[config.mk]
export PLATFORM = sky130hd
export DESIGN_NAME = clk_divider
export DESIGN_NICKNAME = d
export VERILOG_FILES = /design/src/rtl/clk_divider.sv
export SDC_FILE = /design/constraint.sdc
export NUM_CORES = 1
export LEC_CHECK = 0
export CAP_MARGIN = 30
export CORE_MARGIN = 5
export CORE_UTILIZATION = 57
export DETAILED_ROUTE_END_ITERATION = 16
export GPL_TIMING_DRIVEN = 0
export PLACE_DENSITY_LB_ADDON = 0.25
export RECOVER_POWER = 100
export SYNTH_ARGS = -nofsm -noshare
export SYNTH_HDL_FRONTEND = slang
export SYNTH_SLANG_ARGS = --single-unit
export TNS_END_PERCENT = 10
[constraint.sdc]
create_clock -name clk_50mhz -period 2.4 [get_ports clk_50mhz]
set_input_delay 0.24 -clock clk_50mhz [delete_from_list [all_inputs] [get_ports clk_50mhz]]
set_output_delay 0.24 -clock clk_50mhz [all_outputs]
set_load 0.005 [all_outputs]
[src/rtl/clk_divider.sv]
// rtl/clk_divider.sv - Counter-based clock divider with a registered, glitch-free 50% duty output
module clk_divider #(
    parameter int CLK_FREQ_HZ = 50_000_000,
    parameter int OUT_FREQ_HZ = 100
) (
    input  logic clk_50mhz,
    input  logic rst,
    output logic clk_100hz
);

    // Input cycles per output half-period; a zero output frequency yields 0 so the check below fires
    localparam int HALF_COUNT = (OUT_FREQ_HZ == 0) ? 0 : CLK_FREQ_HZ / (2 * OUT_FREQ_HZ);
    localparam int CNT_W      = (HALF_COUNT > 1) ? $clog2(HALF_COUNT) : 1;
    localparam logic [CNT_W-1:0] LAST = CNT_W'(HALF_COUNT - 1);

    // Refuse to build a divider that cannot produce a toggle
    generate
        if (OUT_FREQ_HZ == 0 || HALF_COUNT < 1) begin : g_bad_params
            $error("clk_divider: OUT_FREQ_HZ must be nonzero and HALF_COUNT at least 1");
        end
    endgenerate

    logic [CNT_W-1:0] r_cnt;
    logic             r_clk;
    logic             w_terminal;

    assign w_terminal = (r_cnt == LAST);

    // Count input cycles within a half-period and flip the output at the terminal count; reset wins
    always_ff @(posedge clk_50mhz) begin
        if (rst) begin
            r_cnt <= '0;
            r_clk <= 1'b0;
        end else if (w_terminal) begin
            r_cnt <= '0;
            r_clk <= ~r_clk;
        end else begin
            r_cnt <= r_cnt + 1'b1;
        end
    end

    // Output comes straight from the flop so it cannot glitch
    assign clk_100hz = r_clk;

endmodule

After elaboration in Yosys (flattened, before gate mapping). Index checks and enable logic that the tools add are counted.

Word-level logic and storage cells: 6. Register bits: 19. Bits of input ports: 2.

Bitwise operators: 1. Add/subtract/negate cells: 1. Equality and inequality tests: 1. Reduce and logical (&&, ||, !) cells: 1.

Operators by type and width (number): 18-bit by 1-bit adder with 18-bit output (second input constant) (1); 18-bit == test (second input constant) (1); 2-bit OR reduction (1); 1-bit inverter (1).

Longest topological paths before layout. Gate-level depths: netlist (run 1).

Depth in word-level cells: 2. Mapped depth: 6.

Worst setup path after synthesis (run 1). Ideal clock, no wire load.

Path kind: reg2reg. Start point: reg r_cnt[0]. End point: reg r_cnt[14]. Period minus slack after synthesis: 1.724 ns. Data required time: 2.283 ns. Setup slack: 0.676 ns. Path buffers: 1. Stages on the path, launching flop included: 7. Library setup time: 0.117 ns. Arrival: 1.607 ns. Path through: dfxtp_1 > ha_1 > nand4_1 > nand4b_1 > o21bai_2 > buf_2 > nor2_1.

Longest elaborated chain between the ends: 2. Elaborated cells on any way between the ends: 3. Those cells by class: add/sub: 1; eq/ne: 1; reduce/logical: 1.

Ends and longest elaborated chain: start: declaration (RTL line 23) `logic [CNT_W-1:0] r_cnt;`; start signal: assignment (RTL line 38) `r_cnt <= r_cnt + 1'b1;`; parallel branches: the longest is 2 deep, another holds 18-bit by 1-bit adder with 18-bit output.

Parallel ways; which one is timed is not known. A chain may end at the register's enable or synchronous reset.

Worst setup path in the final report (run 1).
Start point: reg r_cnt[0]. End point: reg r_cnt[4].

The elaborated chain is that of the path after synthesis.

==> results of run 1 <==
-- power groups by stage --
stage | Clock [mW] | Sequential (mW) | Combinational, mW
6_report | 0.161 | 0.326 | 0.0152
5_1_grt | 0.182 | 0.327 | 0.0174
4_1_cts | 0.166 | 0.326 | 0.0152
3_5_place_dp | 0 | 0.333 | 0.0152
3_3_place_gp | 0 | 0.333 | 0.0150
2_1_floorplan | 0 | 0.332 | 0.0110
-- Yosys cell counts --
cell type,instances,area share
or4_1,1,0.0087
o21ai_0,1,0.0058
nand3_1,5,0.029
or3_1,1,0.0073
xnor2_1,14,0.14
or3_4,1,0.013
dfxtp_1,19,0.44
o31ai_1,1,0.0087
nand2_1,3,0.013
a21oi_1,2,0.012
or2_2,1,0.0073
nand3_4,1,0.020
nor3_1,2,0.012
xor2_1,1,0.010
nor2_1,22,0.096
nor3b_1,1,0.0087
nand4b_1,1,0.010
o21bai_2,1,0.013
nand4_4,1,0.025
inv_1,4,0.017
ha_1,1,0.015
nand4_1,5,0.036
buf_2,1,0.0058
nor4_1,6,0.044
-- layout by cell type, fill, tap and decap left out, drive strengths merged, types with 2 or more instances in the layout --
| master | n |
|---|---|
| nand3 | 6 |
| nor4 | 6 |
| clkbuf | 5 |
| inv | 4 |
| nor2 | 22 |
| or3 | 2 |
| nand2 | 3 |
| dfxtp | 19 |
| xnor2 | 14 |
| nor3 | 2 |
| nand4 | 6 |
| a21oi | 2 |
-- worst register-to-register path: stages, from the launching register on --
cell and delay, ns:
dfxtp_1 0.43, ha_1 0.23, nand4_1 0.27, nand4b_1 0.32, o21bai_2 0.38, clkbuf_2 0.32, nor2_1 0.08
-- flip-flops by register name, summed over array words and instances (netlist names) --
register,count
clk_100hz,1
r_cnt,18
-- how the worst min path moves through the flow --
stage                                      start                     end  slack (ns)  depth (start not counted)
after floorplan                              rst  clk_100hz$_SDFFE_PP0N_        0.31                          1
after CTS                                    rst  clk_100hz$_SDFFE_PP0N_        0.49                          2
after global placement    clk_100hz$_SDFFE_PP0N_  clk_100hz$_SDFFE_PP0N_        0.46                          2
final                     clk_100hz$_SDFFE_PP0N_  clk_100hz$_SDFFE_PP0N_        0.49                          2
after detailed placement  clk_100hz$_SDFFE_PP0N_  clk_100hz$_SDFFE_PP0N_        0.48                          2
after global routing                         rst  clk_100hz$_SDFFE_PP0N_        0.51                          2
-- area by class of cell --
| class | count | area, µm² |
|---|---|---|
| plain buffers | 1 | 5.00 |
| clock buffers | 4 | 26.3 |
| fillers | 133 | 543 |
| inverters | 4 | 15.0 |
| multi-input cells | 72 | 462 |
| flip-flops and latches | 19 | 380 |
| well taps | 16 | 20.0 |
| repair buffers | 2 | 20.0 |
-- per-layer routing --
layer / vias to the layer above / wire length (µm)
met1: 325 / 656
met2: 16 / 768
li1: 346 / -
met3: 2 / 72
met4: 0 / 27
met5: - / 0
-- per-stage QoR --
step,power (mW),cells,hold slack (ns)
detailed placement,0.348,114,0.483
floorplan,0.343,96,0.309
global placement,0.348,114,0.462
finish,0.502,118,0.493
CTS,0.507,118,0.493
global route,0.526,118,0.508
-- kinds of logic (layout without fill, tap and decap cells) --
family | after synthesis | in the layout
AO/OA/AOI/OAI | 5 | 5
XOR/XNOR | 15 | 15
adder cells (fa/ha/maj) | 1 | 1
buffers and inverters | 5 | 11
flip-flops | 19 | 19
AND/OR/NAND/NOR | 51 | 51
==> results_dict.tcl, run 1 <==
set metrics [dict create \
    r2r_end "r_cnt[4]$_SDFF_PP0_" \
    combinationalPowerShare 0.030 \
    finish.instance_area_um2 928 \
    clock-skew-final_ns 0.00105 \
    fmax_mhz 469 \
    vias 689 \
    dp.final_hpwl_mm 1.15 \
    layout-drive-gt1-share 0.0882 \
    tightestPinTransition_ns 0.408 \
    netlist_instances 96 \
    seqPwrFrac 0.649 \
    reg2reg_from "r_cnt[0]$_SDFF_PP0_" \
    wl_per_cell_um 12.9 \
    critPathSlowestCell "dfxtp_1" \
    relSlewSlack 0.728 \
    use_met3 0.0306 \
    clockPowerShare 0.321 \
    powerDensity_nw_per_um2 540 \
    die_h_um 48.9 \
    worst-path-stages 6 \
    ys_ff_latch 19 \
    rsz0062_at_grt "no" \
    core_um2 1470 \
    syn_avg_cell_area_um2 8.98 \
    path_clk_slew_ns 0.10 \
    fin_util 0.631 \
    tns_ns 0 \
    synthAdderAreaFrac 0.0145 \
    crit_path_end "r_cnt[4]$_SDFF_PP0_" \
    grt_use_met2 0.243 \
    end_kind "register" \
    synth_nets 99 \
    synth_top_family_by_area "simple AND/OR/NAND/NOR gates" \
    drtPass1Iterations 4 \
    final_max_slew_viol_count 0 \
    status "finished clean" \
    ys_seq_area_frac 0.441 \
    grt_antenna_before_repair 0 \
    synth_area_um2 862 \
    grt_start_max_net_pins 11 \
    critPathBufInv 1 \
    syn_to_final_growth_pct 7.69 \
    routed_wl_mm 1.53 \
    final_nets 106 \
    gp_congestion 0.711 \
    ios 3 \
    critPathLaunch "r_cnt[0]$_SDFF_PP0_" \
    holdBufCountCts 0 \
    start_kind "register" \
    grt_busiest_layer "met2" \
    fin_crit_sh 0.889 \
    cp_slowest_stage_delay_ns 0.43 \
    hp-class "register to register" \
    path_cells "ha_1 > nand4_1 > nand4b_1 > o21bai_2 > clkbuf_2 > nor2_1" \
    die_area_um2 2390 \
    setup_violations 0 \
    hold_viol_final 0 \
    cts_root_buf "clkbuf_4" \
    detail-route-antenna-nets 0 \
    die_w_um 48.9 \
    cts_resized 0 \
    critPathKind "register to register" \
    cap_viol_max_count 0 \
    yosysWarnings 0 \
    leakagePower_nw 0.283 \
    synth-compound-area-share 0.0392 \
    p_int_mw 0.391 \
    insertion_delay_ns 0.30 \
    reg2reg_depth 6 \
    place_ws_ns 0.291 \
    crit_fanout 10 \
    crit_required_ns 2.60 \
    route.detailed.drc 0 \
    cts_setup_buffers 0 \
    clockBufferDepth 2 \
    cts_tree "yes" \
    grt_pass1_vias 636 \
    grt-ovfl-total 0 \
    htreeDepth 1 \
    io_buffers 2 \
    n_antenna_cell 0 \
    postLayoutSetupSlackWorst_ns 0.266 \
    arrival_ns 2.33 \
    start_util 0.586 \
    crit_family "simple AND/OR/NAND/NOR gates" \
    swShare 0.221 \
    drt-vias-per-instance 5.84 \
    r2r_slack_ns 0.27 \
    synthDistinctLibCells 24 \
    placed_area_um2 902 \
    synthSimpleGateAreaFrac 0.329 \
    synth_xor_area_frac 0.152 \
    met1_usage 0.168 \
    drt_iter0_markers 9 \
    synth_mux_area_frac 0 \
    cts_sinks 19 \
    p_switching_mw 0.111 \
    grt_pass1_wl_mm 2.71 \
    numCtsBuffers 3 \
    rows 14 \
    grt_usage 0.143 \
    period_minus_slack_ns 2.13 \
    max-vdd-ir-drop_uv 422 \
]
(Power assumes the default switching activity.)
==> run 2: changes to the inputs <==
Settings changed: CELL_PAD_IN_SITES_DETAIL_PLACEMENT set to 1, CELL_PAD_IN_SITES_GLOBAL_PLACEMENT set to 1, CORE_UTILIZATION 57 to 44, SKIP_LAST_GASP set to 1.
==> run 2 against run 1 <==
Critical path depth unchanged. Sequential cell count unchanged. Worst hold slack worse by 0.0014 ns. Critical path type unchanged. Critical endpoint is now r_cnt[14]$_SDFF_PP0_.
==> results_dict.tcl, run 2 (synthesis results as in run 1) <==
set metrics [dict create \
    final_cell_mix "nor2_1, dfxtp_1, xnor2_1" \
    cap_viol_max_count 0 \
    clock-skew-final_ns 0.0115 \
    cts_sinks 19 \
    period_minus_slack_ns 2.16 \
    worst-path-stages 6 \
    critPathBufInv 1 \
    start_kind "register" \
    route.detailed.drc 0 \
    critPathKind "register to register" \
    grt_pass1_wl_mm 2.97 \
    tns_ns 0 \
    core_um2 1920 \
    fmax_mhz 463 \
    final_common_cell "nor2_1" \
    dp.final_hpwl_mm 1.28 \
    holdBufCountCts 0 \
    ios 3 \
    critPathSlowestCell "dfxtp_1" \
    n_antenna_cell 0 \
    crit_fanout 10 \
    hold_depth 2 \
    detail-route-antenna-nets 0 \
    fin_crit_sh 0.900 \
    placed_area_um2 916 \
    rows 16 \
    drt_iter0_markers 1 \
    leakagePower_nw 0.281 \
    crit_required_ns 2.59 \
    powerDensity_nw_per_um2 537 \
    status "finished clean" \
    gp_congestion 0.729 \
    routed_wl_mm 1.68 \
    grt_start_max_net_pins 13 \
    whs_endpoint "r_cnt[17]$_SDFF_PP0_" \
    reg2reg_from "r_cnt[0]$_SDFF_PP0_" \
    final_nets 106 \
    r2r_slack_ns 0.24 \
    cts_resized 0 \
    drt-vias-per-instance 5.30 \
    max-vdd-ir-drop_uv 390 \
    grt_antenna_before_repair 0 \
    die_w_um 54.3 \
    htreeDepth 1 \
    crit_family "simple AND/OR/NAND/NOR gates" \
    n_fill_cell 240 \
    r2r_end "r_cnt[14]$_SDFF_PP0_" \
    arrival_ns 2.35 \
    largest_reg_flops 18 \
    setup_violations 0 \
    path_clk_slew_ns 0.12 \
    rsz0062_at_grt "no" \
    hp-class "register to register" \
    io_buffers 2 \
    die_area_um2 2940 \
    vias 684 \
    hold_start "r_cnt[17]$_SDFF_PP0_" \
    cts_root_buf "clkbuf_4" \
    final_max_slew_viol_count 0 \
    cts_tree "yes" \
    start_util 0.449 \
    top_register "r_cnt" \
    end_kind "register" \
    tightestPinTransition_ns 0.408 \
    path_cells "ha_1 > nand4_1 > nand4b_1 > o21bai_2 > buf_2 > nor2_1" \
    wl_per_cell_um 13.0 \
    grt-ovfl-total 0 \
    relSlewSlack 0.728 \
    layout-drive-gt1-share 0.0980 \
    finish.instance_area_um2 946 \
    cts_setup_buffers 0 \
    reg2reg_depth 6 \
    insertion_delay_ns 0.31 \
    drtPass1Iterations 2 \
    die_h_um 54.3 \
    numCtsBuffers 3 \
    syn_to_final_growth_pct 9.72 \
    clockBufferDepth 2 \
    cp_slowest_stage_delay_ns 0.44 \
    grt_pass1_vias 695 \
    grt_usage 0.141 \
    hold_viol_final 0 \
]
run 2: changes by cell type in the layout (fill, tap and decap cells not counted):
cell / delta
buf_2: +1
clkbuf_1: -1
clkbuf_2: -1
clkinvlp_4: +1
run 2: final cells by class:
type | count | area (µm²) | area share
tap | 27 | 33.8 | 0.0357
clock inverter | 1 | 7.51 | 0.00794
sequential | 19 | 380 | 0.402
clock buffer | 3 | 22.5 | 0.0238
inverter | 4 | 15.0 | 0.0159
buffer | 1 | 5.00 | 0.00529
timing repair buffer | 2 | 20.0 | 0.0212
multi-input combinational | 72 | 462 | 0.488
run 2: where the power goes:
group / leakage (nW) / switching [mW] / internal (mW)
clock: 0.0139 / 0.103 / 0.0636
combinational: 0.114 / 0.00899 / 0.00666
sequential: 0.154 / 0.00641 / 0.319
total: 0.281 / 0.119 / 0.390
run 2: routing by layer:
| layer | wire length, µm | vias to the layer above | GRT usage |
|---|---|---|---|
| met2 | 863 | 7 | 0.249 |
| met3 | 66 | 2 | 0.0490 |
| li1 | - | 344 | - |
| met1 | 737 | 331 | 0.158 |
| met4 | 10 | 0 | 0.0373 |
| met5 | 0 | - | 0 |
run 2: worst max path at each step:
stage,startpoint,to
floorplan,r_cnt[0]$_SDFF_PP0_,r_cnt[14]$_SDFF_PP0_
global placement,r_cnt[0]$_SDFF_PP0_,r_cnt[5]$_SDFF_PP0_
detailed placement,r_cnt[0]$_SDFF_PP0_,r_cnt[3]$_SDFF_PP0_
CTS,r_cnt[0]$_SDFF_PP0_,r_cnt[14]$_SDFF_PP0_
global route,r_cnt[0]$_SDFF_PP0_,r_cnt[16]$_SDFF_PP0_
finish,r_cnt[0]$_SDFF_PP0_,r_cnt[14]$_SDFF_PP0_
run 2: metrics by stage:
stage	util	worst slack (ns)	cells	total power [mW]	hold WS [ns]
6_report	0.492	0.241	129	0.508	0.492
3_5_place_dp	0.477	0.218	125	0.349	0.480
5_1_grt	0.492	0.0325	129	0.533	0.510
3_3_place_gp	0.477	0.283	125	0.348	0.464
2_1_floorplan	-	0.676	96	0.343	0.309
4_1_cts	0.492	0.185	129	0.516	0.495
run 2: worst min-delay path, delay by kind of cell, from the launching register on:
kind	cells	cell delay, ns
AO/OA/AOI/OAI	2	0.11
flip-flops	1	0.34
==> run 3: changes to the inputs <==
Settings changed: ABC_AREA set to 1, CORE_UTILIZATION 44 to 42, GPL_TIMING_DRIVEN 0 to unset, HOLD_SLACK_MARGIN set to 0.05.
==> run 3 against run 2 <==
Cell area grew 7.9%. Global-route usage grew 0.58 points. Combinational power grew 9%. Largest power group unchanged.
==> results_dict.tcl, run 3 <==
set metrics [dict create \
    status "finished clean" \
    r2r_end "r_cnt[6]$_SDFF_PP0_" \
    die_area_um2 3340 \
    top_register "r_cnt" \
    cts_resized 0 \
    netlist_instances 140 \
    setup_violations 0 \
    cts_tree "yes" \
    max-vdd-ir-drop_uv 333 \
    tightestPinTransition_ns 0.379 \
    drtPass1Iterations 4 \
    synth-edff-count 0 \
    period_minus_slack_ns 1.63 \
    grt_start_max_net_pins 19 \
    cts_root_buf "clkbuf_4" \
    whs_endpoint "r_cnt[0]$_SDFF_PP0_" \
    r2r_slack_ns 0.77 \
    synthDistinctLibCells 19 \
    routed_wl_mm 2.06 \
    htreeDepth 1 \
    clockBufferDepth 2 \
    arrival_ns 1.81 \
    synth_area_um2 961 \
    dp.cells 169 \
    die_h_um 57.8 \
    detail-route-antenna-nets 0 \
    largest_reg_flops 18 \
    stdcell_count 173 \
    ys_ff_latch 19 \
    p_int_mw 0.391 \
    final_nets 149 \
    syn_avg_cell_area_um2 6.86 \
    gp_congestion 0.768 \
    n_antenna_cell 0 \
    io_buffers 2 \
    combinationalPowerShare 0.034 \
    numCtsBuffers 3 \
    cp_slowest_stage_delay_ns 0.39 \
    end_kind "register" \
    swShare 0.219 \
    final_max_slew_viol_count 0 \
    cts_setup_buffers 0 \
    start_kind "register" \
    final_cell_mix "nand2_1, nor2_1, dfxtp_1" \
    synthTopCellsByCount "nand2_1, nor2_1, dfxtp_1" \
    grt-ovfl-total 0 \
    fin_crit_sh 0.678 \
    syn_to_final_growth_pct 6.25 \
    start_util 0.439 \
    insertion_delay_ns 0.29 \
    reg2reg_from "r_cnt[0]$_SDFF_PP0_" \
    synth_area_leaders "dfxtp_1, nand2_1, nor2_1" \
    tns_ns 0 \
    synth.top_cell.area_share 0.396 \
    grt_antenna_before_repair 0 \
    yosysWarnings 0 \
    path_cells "ha_1 > nand3_1 > nor3_1 > nand2_2 > nand2_4 > nor2_1" \
    cap_viol_max_count 0 \
    ys_seq_area_frac 0.396 \
    route.met2.wl_mm 1.01 \
    wl_met1_um 975 \
    dp.final_hpwl_mm 1.65 \
    clock-skew-final_ns 0.00785 \
    rsz0062_at_grt "no" \
    leakagePower_nw 0.347 \
    synth_ff_type "dfxtp_1" \
    grt_pass1_wl_mm 3.87 \
    finalPower_mw 0.500 \
    hold_depth 1 \
    clockPowerShare 0.319 \
    place_ws_ns 0.929 \
    drt-vias-per-instance 4.85 \
    crit_family "simple AND/OR/NAND/NOR gates" \
    route.detailed.drc 0 \
    n_fill_cell 317 \
    synth.most_common_cell "nand2_1" \
    seqPwrFrac 0.647 \
    rows 17 \
    powerDensity_nw_per_um2 490 \
    top_layer "met4" \
    p_switching_mw 0.109 \
    die_w_um 57.8 \
    fmax_mhz 615 \
    crit_fanout 18 \
    grt_pass1_vias 886 \
    hold_viol_final 0 \
    vias 839 \
    reg2reg_depth 6 \
    holdBufCountCts 0 \
    postLayoutSetupSlackWorst_ns 0.773 \
    hp-class "register to register" \
    drt_iter0_markers 12 \
    grt_usage 0.146 \
    wl_per_cell_um 11.9 \
    synth_nets 143 \
    final_common_cell "nand2_1" \
    critPathKind "register to register" \
    ys_async_sr_fraction 0 \
    wl_met3_um 34 \
    relSlewSlack 0.745 \
    layout-drive-gt1-share 0.0690 \
    cts_sinks 19 \
    critPathBufInv 0 \
    path_clk_slew_ns 0.10 \
    ios 3 \
    core_um2 2190 \
    crit_required_ns 2.59 \
    synth_top_area_cell "dfxtp_1" \
    critPathSlowestCell "dfxtp_1" \
    hold_start "r_cnt[0]$_SDFF_PP0_" \
]
[run 3: cell types whose count changed after synthesis, sizes merged, moves of 4 or more]
cell   before  now
nand2       3   37
inv         4   17
nor2       22   35
xnor2      14    2
nor4        6    0
xor2        1    7
nand3       6   11
nand4       6    2
[run 3: area by class of cell]
cell class	instances	area, µm²	share of cell area
repair buffers	2	20.0	0.0196
inverters	17	63.8	0.0625
multi-input cells	103	495	0.485
flip-flops and latches	19	380	0.373
clock buffers	4	26.3	0.0257
well taps	28	35.0	0.0343
[run 3: how the worst max path moves through the flow]
stage	startpoint	endpoint	depth (start not counted)
2_1_floorplan	r_cnt[0]$_SDFF_PP0_	r_cnt[12]$_SDFF_PP0_	7
3_3_place_gp	r_cnt[0]$_SDFF_PP0_	r_cnt[10]$_SDFF_PP0_	6
3_5_place_dp	r_cnt[0]$_SDFF_PP0_	r_cnt[10]$_SDFF_PP0_	6
4_1_cts	r_cnt[0]$_SDFF_PP0_	r_cnt[10]$_SDFF_PP0_	6
5_1_grt	r_cnt[0]$_SDFF_PP0_	r_cnt[6]$_SDFF_PP0_	6
6_report	r_cnt[0]$_SDFF_PP0_	r_cnt[6]$_SDFF_PP0_	6
[run 3: kinds of logic after synthesis]
family	after synthesis	synth area share
flip-flops	19	0.396
AO/OA/AOI/OAI	5	0.0286
adder cells (fa/ha/maj)	1	0.0130
buffers and inverters	18	0.0781
AND/OR/NAND/NOR	88	0.402
XOR/XNOR	9	0.0820
[run 3: per-layer routing]
metal,vias up,GRT usage
met4,0,0.0563
li1,434,-
met1,396,0.182
met3,4,0.0223
met5,-,0
met2,5,0.252
[run 3: power groups by stage]
stage | clock network (mW) | registers [mW] | logic (mW)
after floorplan | 0 | 0.330 | 0.0143
after global placement | 0 | 0.331 | 0.0169
after detailed placement | 0 | 0.331 | 0.0178
after CTS | 0.167 | 0.324 | 0.0178
after global routing | 0.186 | 0.325 | 0.0201
final | 0.159 | 0.324 | 0.0171
[run 3: metrics by stage]
step                      instance area (µm²)  hold WS, ns  utilization
after floorplan                           961        0.312            -
after global placement                   1000        0.444        0.459
after detailed placement                 1000        0.465        0.459
after CTS                                1030        0.490        0.471
after global routing                     1020        0.511        0.466
final                                    1020        0.478        0.466
